[config.mk]
export PLATFORM = sky130hd
export DESIGN_NAME = ram_arbiter_flat
export DESIGN_NICKNAME = d
export VERILOG_FILES = /design/src/rtl/ram_arbiter_if.sv /design/src/rtl/ram_arbiter.sv /design/src/flat_wrapper.sv
export SDC_FILE = /design/constraint.sdc
export NUM_CORES = 1
export LEC_CHECK = 0
export BUFFER_PORTS_ARGS = -buffer_cell sky130_fd_sc_hd__buf_2
export CAP_MARGIN = 20
export CELL_PAD_IN_SITES_DETAIL_PLACEMENT = 0
export CELL_PAD_IN_SITES_GLOBAL_PLACEMENT = 1
export CORE_MARGIN = 4
export CORE_UTILIZATION = 33
export DETAILED_ROUTE_END_ITERATION = 8
export PLACE_DENSITY_LB_ADDON = 0.15
export SETUP_SLACK_MARGIN = 0.5
export SLEW_MARGIN = 20
export SYNTH_ARGS = -nofsm -noshare
export SYNTH_HDL_FRONTEND = slang
export SYNTH_SLANG_ARGS = --single-unit
[constraint.sdc]
create_clock -name clk -period 1.85 [get_ports clk]
set_input_delay 0.555 -clock clk [delete_from_list [all_inputs] [get_ports clk]]
set_output_delay 0.555 -clock clk [all_outputs]
set_load 0.005 [all_outputs]
[src/rtl/ram_arbiter_if.sv]
// Bus bundle for ram_arbiter: CPU port, debug/boot-loader port and RAM side.
// slave  = arbiter view, master = requester/RAM-model view.
interface ram_arbiter_if;
    logic        cpu_req;
    logic        cpu_wr;
    logic [8:0]  cpu_addr;
    logic [31:0] cpu_wdata;
    logic        cpu_ack;
    logic [31:0] cpu_rdata;

    logic        dbg_req;
    logic        dbg_wr;
    logic [8:0]  dbg_addr;
    logic [31:0] dbg_wdata;
    logic        dbg_ack;
    logic [31:0] dbg_rdata;

    logic [8:0]  ram_addr;
    logic [31:0] ram_din;
    logic        ram_wr;
    logic [31:0] ram_dout;

    logic        busy;

    modport slave (
        input  cpu_req, cpu_wr, cpu_addr, cpu_wdata,
        input  dbg_req, dbg_wr, dbg_addr, dbg_wdata,
        input  ram_dout,
        output cpu_ack, cpu_rdata, dbg_ack, dbg_rdata,
        output ram_addr, ram_din, ram_wr, busy
    );

    modport master (
        output cpu_req, cpu_wr, cpu_addr, cpu_wdata,
        output dbg_req, dbg_wr, dbg_addr, dbg_wdata,
        output ram_dout,
        input  cpu_ack, cpu_rdata, dbg_ack, dbg_rdata,
        input  ram_addr, ram_din, ram_wr, busy
    );
endinterface

[src/rtl/ram_arbiter.sv]
// Two-port arbiter (CPU + debug) in front of a single-port synchronous RAM.
// One transaction at a time: IDLE -> ACC -> [RD] -> DONE -> IDLE.
// ARB_ROUND_ROBIN_EN: when defined, ties alternate via last_gnt; otherwise
// the CPU always wins a tie.
module ram_arbiter (
    input  logic          clk,
    input  logic          reset,
    ram_arbiter_if.slave  bus
);

    typedef enum logic [1:0] {
        IDLE = 2'd0,
        ACC  = 2'd1,
        RD   = 2'd2,
        DONE = 2'd3
    } state_t;

    state_t      state, state_nx;

    // Latched transaction; lat_own: 0 = CPU, 1 = debug port.
    logic        lat_wr;
    logic        lat_own;
    logic [8:0]  lat_addr;
    logic [31:0] lat_wdata;

    logic [31:0] cpu_rdata_q;
    logic [31:0] dbg_rdata_q;

    logic        any_req;
    logic        gnt_dbg;

    assign any_req = bus.cpu_req | bus.dbg_req;

`ifdef ARB_ROUND_ROBIN_EN
    logic last_gnt;

    // Tie goes to whichever port was not granted last.
    always_comb gnt_dbg = bus.dbg_req & (~bus.cpu_req | ~last_gnt);

    // Remember the owner of each grant for the next tie.
    always_ff @(posedge clk) begin
        if (reset)
            last_gnt <= 1'b0;
        else if (state == IDLE && any_req)
            last_gnt <= gnt_dbg;
    end
`else
    // Fixed priority: debug only wins when the CPU is not asking.
    always_comb gnt_dbg = bus.dbg_req & ~bus.cpu_req;
`endif

    // State register; reset aborts anything in flight.
    always_ff @(posedge clk) begin
        if (reset)
            state <= IDLE;
        else
            state <= state_nx;
    end

    // Next state and per-state strobes; all outputs depend only on state.
    always_comb begin
        state_nx    = state;
        bus.ram_wr  = 1'b0;
        bus.cpu_ack = 1'b0;
        bus.dbg_ack = 1'b0;
        bus.busy    = 1'b1;
        case (state)
            IDLE: begin
                bus.busy = 1'b0;
                if (any_req)
                    state_nx = ACC;
            end
            ACC: begin
                bus.ram_wr = lat_wr;
                state_nx   = lat_wr ? DONE : RD;
            end
            RD: begin
                state_nx = DONE;
            end
            DONE: begin
                bus.cpu_ack = ~lat_own;
                bus.dbg_ack = lat_own;
                state_nx    = IDLE;
            end
            default: state_nx = IDLE;
        endcase
    end

    // Capture the winner's request; requests are only looked at in IDLE.
    always_ff @(posedge clk) begin
        if (reset) begin
            lat_wr    <= 1'b0;
            lat_own   <= 1'b0;
            lat_addr  <= '0;
            lat_wdata <= '0;
        end else if (state == IDLE && any_req) begin
            lat_own   <= gnt_dbg;
            lat_wr    <= gnt_dbg ? bus.dbg_wr    : bus.cpu_wr;
            lat_addr  <= gnt_dbg ? bus.dbg_addr  : bus.cpu_addr;
            lat_wdata <= gnt_dbg ? bus.dbg_wdata : bus.cpu_wdata;
        end
    end

    // RAM output is registered, so read data is valid during RD.
    always_ff @(posedge clk) begin
        if (reset) begin
            cpu_rdata_q <= '0;
            dbg_rdata_q <= '0;
        end else if (state == RD) begin
            if (lat_own)
                dbg_rdata_q <= bus.ram_dout;
            else
                cpu_rdata_q <= bus.ram_dout;
        end
    end

    assign bus.ram_addr  = lat_addr;
    assign bus.ram_din   = lat_wdata;
    assign bus.cpu_rdata = cpu_rdata_q;
    assign bus.dbg_rdata = dbg_rdata_q;

endmodule
[src/flat_wrapper.sv]
// flat-port wrapper written by rule: the top's interface ports become plain ports
module ram_arbiter_flat 
  (clk, reset, bus_cpu_req, bus_cpu_wr, bus_cpu_addr, bus_cpu_wdata, bus_dbg_req, bus_dbg_wr, bus_dbg_addr, bus_dbg_wdata, bus_ram_dout, bus_cpu_ack, bus_cpu_rdata, bus_dbg_ack, bus_dbg_rdata, bus_ram_addr, bus_ram_din, bus_ram_wr, bus_busy);
  ram_arbiter_if bus_i ();
  input  logic clk;
  input  logic reset;
  input wire logic [$bits(bus_i.cpu_req)-1:0] bus_cpu_req;
  input wire logic [$bits(bus_i.cpu_wr)-1:0] bus_cpu_wr;
  input wire logic [$bits(bus_i.cpu_addr)-1:0] bus_cpu_addr;
  input wire logic [$bits(bus_i.cpu_wdata)-1:0] bus_cpu_wdata;
  input wire logic [$bits(bus_i.dbg_req)-1:0] bus_dbg_req;
  input wire logic [$bits(bus_i.dbg_wr)-1:0] bus_dbg_wr;
  input wire logic [$bits(bus_i.dbg_addr)-1:0] bus_dbg_addr;
  input wire logic [$bits(bus_i.dbg_wdata)-1:0] bus_dbg_wdata;
  input wire logic [$bits(bus_i.ram_dout)-1:0] bus_ram_dout;
  output wire logic [$bits(bus_i.cpu_ack)-1:0] bus_cpu_ack;
  output wire logic [$bits(bus_i.cpu_rdata)-1:0] bus_cpu_rdata;
  output wire logic [$bits(bus_i.dbg_ack)-1:0] bus_dbg_ack;
  output wire logic [$bits(bus_i.dbg_rdata)-1:0] bus_dbg_rdata;
  output wire logic [$bits(bus_i.ram_addr)-1:0] bus_ram_addr;
  output wire logic [$bits(bus_i.ram_din)-1:0] bus_ram_din;
  output wire logic [$bits(bus_i.ram_wr)-1:0] bus_ram_wr;
  output wire logic [$bits(bus_i.busy)-1:0] bus_busy;
  assign bus_i.cpu_req = bus_cpu_req;
  assign bus_i.cpu_wr = bus_cpu_wr;
  assign bus_i.cpu_addr = bus_cpu_addr;
  assign bus_i.cpu_wdata = bus_cpu_wdata;
  assign bus_i.dbg_req = bus_dbg_req;
  assign bus_i.dbg_wr = bus_dbg_wr;
  assign bus_i.dbg_addr = bus_dbg_addr;
  assign bus_i.dbg_wdata = bus_dbg_wdata;
  assign bus_i.ram_dout = bus_ram_dout;
  assign bus_cpu_ack = bus_i.cpu_ack;
  assign bus_cpu_rdata = bus_i.cpu_rdata;
  assign bus_dbg_ack = bus_i.dbg_ack;
  assign bus_dbg_rdata = bus_i.dbg_rdata;
  assign bus_ram_addr = bus_i.ram_addr;
  assign bus_ram_din = bus_i.ram_din;
  assign bus_ram_wr = bus_i.ram_wr;
  assign bus_busy = bus_i.busy;
  ram_arbiter u_core (.clk(clk), .reset(reset), .bus(bus_i));
endmodule
==> flow_metrics.py <==
metrics = {
    "global_routing": {
        "overflow": 0,
        "grt_max_degree": 28,
        "grt_pass1_vias": 4820,
        "antenna_found_initial": 1,
        "grt_usage": 0.200,
        "grt_pass1_wl_um": 25700,
    },
    "sta": {
        "tightest_slew_ns": 0.434,
        "finalHoldViolations": 0,
        "fin_crit_sh": 0.978,
        "fmax_ghz": 0.553,
        "skew_ns": 0.00459,
        "relSlewSlack": 0.710,
        "rsz0062_at_grt": "true",
        "drv_slew": 0,
        "setup_viol": 0,
        "layout_min_cycle_time_ns": 1.81,
    },
    "place": {
        "port_buffers": 228,
        "hpwl_um": 10500,
        "gp_congestion": 0.817,
        "dp_cells": 930,
    },
    "final_layout": {
        "post_layout_nonfiller_instances": 1027,
        "drive_gt1_frac": 0.842,
        "fillers": 1108,
        "final_util": 0.663,
        "areaGrowthSynthToFinish_pct": 96.5,
        "num-nets-final": 965,
    },
    "floorplan": {
        "start_util": 0.338,
        "dieWidth_um": 127,
        "coreArea_um2": 13900,
        "boundaryPins": 229,
        "die_h_um": 127,
        "fp.dieArea_um2": 16200,
        "rows": 43,
    },
    "synthesis": {
        "netlist_area_um2": 4690,
        "synth_cell_type_count": 27,
        "synth_top_area_cell": "dfxtp_1",
        "synthCells": 540,
        "syn_nets": 664,
        "async_flop_share": 0,
        "synth_edf_count": 0,
        "avgSynthCellArea_um2": 8.68,
        "yosys_warnings": 0,
        "yosys-top-cells-area": "dfxtp_1, nand2_1, a211oi_2",
        "synth_seq_area_share": 0.466,
        "synthFlopType": "dfxtp_1",
        "ys_ff_latch": 109,
        "synth_top_area_frac": 0.466,
    },
    "routing": {
        "post_drt_wl_per_cell_um": 18.1,
        "route.detailed.drc": 0,
        "via_per_inst": 4.84,
        "wirelength_um": 18600,
        "first_pass_iters": 4,
        "vias": 4969,
        "dr.first_iter.drc_count": 157,
        "postRouteAntennaNets": 0,
    },
    "pwr": {
        "power_density_nw_per_um2": 1310,
        "finalPower_mw": 12.1,
        "irDropWorstVdd_mv": 0.578,
        "p_leak_nw": 3.97,
    },
    "worst_setup_path": {
        "cpPeakStageDelay_ns": 0.34,
        "crit_top_cell": "buf_6",
        "cp_max_fo": 3,
        "arrival_ns": 1.25,
        "required_ns": 1.29,
        "worstSetupStartpointType": "flip-flop",
        "crit_family": "flip-flops",
        "crit_path_cell_trace": "buf_6, inv_6, ha_4, and2_4, buf_6",
        "slowest_stage": "dfxtp_2",
        "end_kind": "output port",
        "critPathBufInv": 3,
        "crit_type": "reg2out",
    },
    "clock_tree": {
        "cts_buffers": 9,
        "clock_latency_ns": 0.35,
        "htreeDepth": 3,
        "clk_pin_slew_ns": 0.07,
        "clock-sinks": 109,
        "cts_root_buf": "clkbuf_16",
        "cts_tree": "yes",
        "cts_buffer_depth": 2,
    },
    "run": {
        "maxCapViolations": 0,
    },
    "status": {
        "status": "completed",
    },
    "hold_path": {
        "hold_class": "in2reg",
    },
}
==> state kept, by name, indices dropped and copies added (netlist names) <==
signal                cells
u_core.bus.cpu_rdata     32
u_core.lat_wr             1
u_core.bus.ram_din       32
u_core.state              2
u_core.lat_own            1
u_core.bus.ram_addr       9
u_core.bus.dbg_rdata     32
==> timing repair <==
action | in CTS | in global routing
buffers inserted | 26 | 36
hold buffers | 0 | 0
pin swaps | 32 | 129
resized for setup | 204 | 288
endpoints found under the setup margin | 217 | 217
cloned | 12 | 6
==> tightest hold or removal path: stages <==
cell     delay (ns)
buf_2          0.11
nand2_2        0.05
a21oi_2        0.04
==> per-stage QoR <==
step	hold slack [ns]	TNS (ns)	area [um2]	setup WS, ns
6_report	0.440	0	9210	0.0408
5_1_grt	0.442	0	9210	0.00485
4_1_cts	0.429	0	7540	0.0306
3_5_place_dp	0.445	-0.882	6060	-0.0924
3_3_place_gp	0.439	-0.406	6060	-0.0392
2_1_floorplan	0.453	0	4690	0.517
==> cells by family after synthesis <==
kind of cell	synth area share
flops	0.466
buf+inv	0.0710
mux	0.00214
compound gates	0.263
simple gates	0.187
fa+ha+maj	0.0107
==> layout make-up <==
class                           count  area, um2  share of cell area
Sequential cell                   109       2320               0.252
Timing Repair Buffer              334       3060               0.332
Antenna cell                        1       2.50            0.000272
Clock buffer                       11        243              0.0264
Inverter                            3       16.3             0.00177
Clock inverter                      5       83.8             0.00910
Multi-Input combinational cell    384       3250               0.353
Tap cell                          180        225              0.0245
==> cell usage after synthesis (3+ instances only) <==
library cell	count
inv_1	3
a21oi_2	39
a21oi_1	67
buf_4	9
clkbuf_1	13
buf_2	13
and2_1	3
a211oi_2	40
buf_6	5
nor2b_1	3
nor2_1	43
dfxtp_1	109
nand2_1	171
ha_1	4
buf_12	4
==> layout by cell type, fill, tap and decap left out, types with 2 or more instances in the layout <==
cell and count:
nor2b_4 4, and2_4 2, a21oi_1 5, a211oi_2 41, a21oi_4 20, buf_8 2
buf_12 21, dfxtp_2 105, inv_2 2, nand2_4 49, buf_16 11, buf_4 46
nand2_1 99, nand2_2 23, nor2_2 5, a21oi_2 81, dfxtp_4 3, buf_6 91
clkinvlp_4 2, nor2_4 16, ha_4 4, bufinv_16 2, clkbuf_16 15, buf_2 157
nor2_1 22
==> report_power, final <==
group	total (mW)	internal, mW	leakage, nW	switching [mW]
Sequential	3.31	2.94	0.937	0.367
Combinational	6.64	3.75	2.88	2.89
Clock	2.16	1.23	0.152	0.928
==> path summary, 6_finish.rpt <==
| kind | from | end | slack, ns | cells after the start |
|---|---|---|---|---|
| setup / recovery | u_core.state[1] | bus_ram_wr | 0.04 | 5 |
| hold reg to reg | u_core.bus.cpu_rdata[0] | u_core.bus.cpu_rdata[0] | 0.46 | 2 |
| hold / removal | bus_ram_dout[12] | u_core.bus.dbg_rdata[12] | 0.44 | 3 |
| setup reg to reg | u_core.state[0] | u_core.bus.ram_din[30] | 0.19 | 9 |
==> routing by layer <==
metal / track usage / wire length [um]
met1: 0.241 / 7680
met2: 0.335 / 9400
met5: 0 / 0
met3: 0.0631 / 1300
met4: 0.0700 / 238
Note: power is estimated with default switching activity, not from simulation.
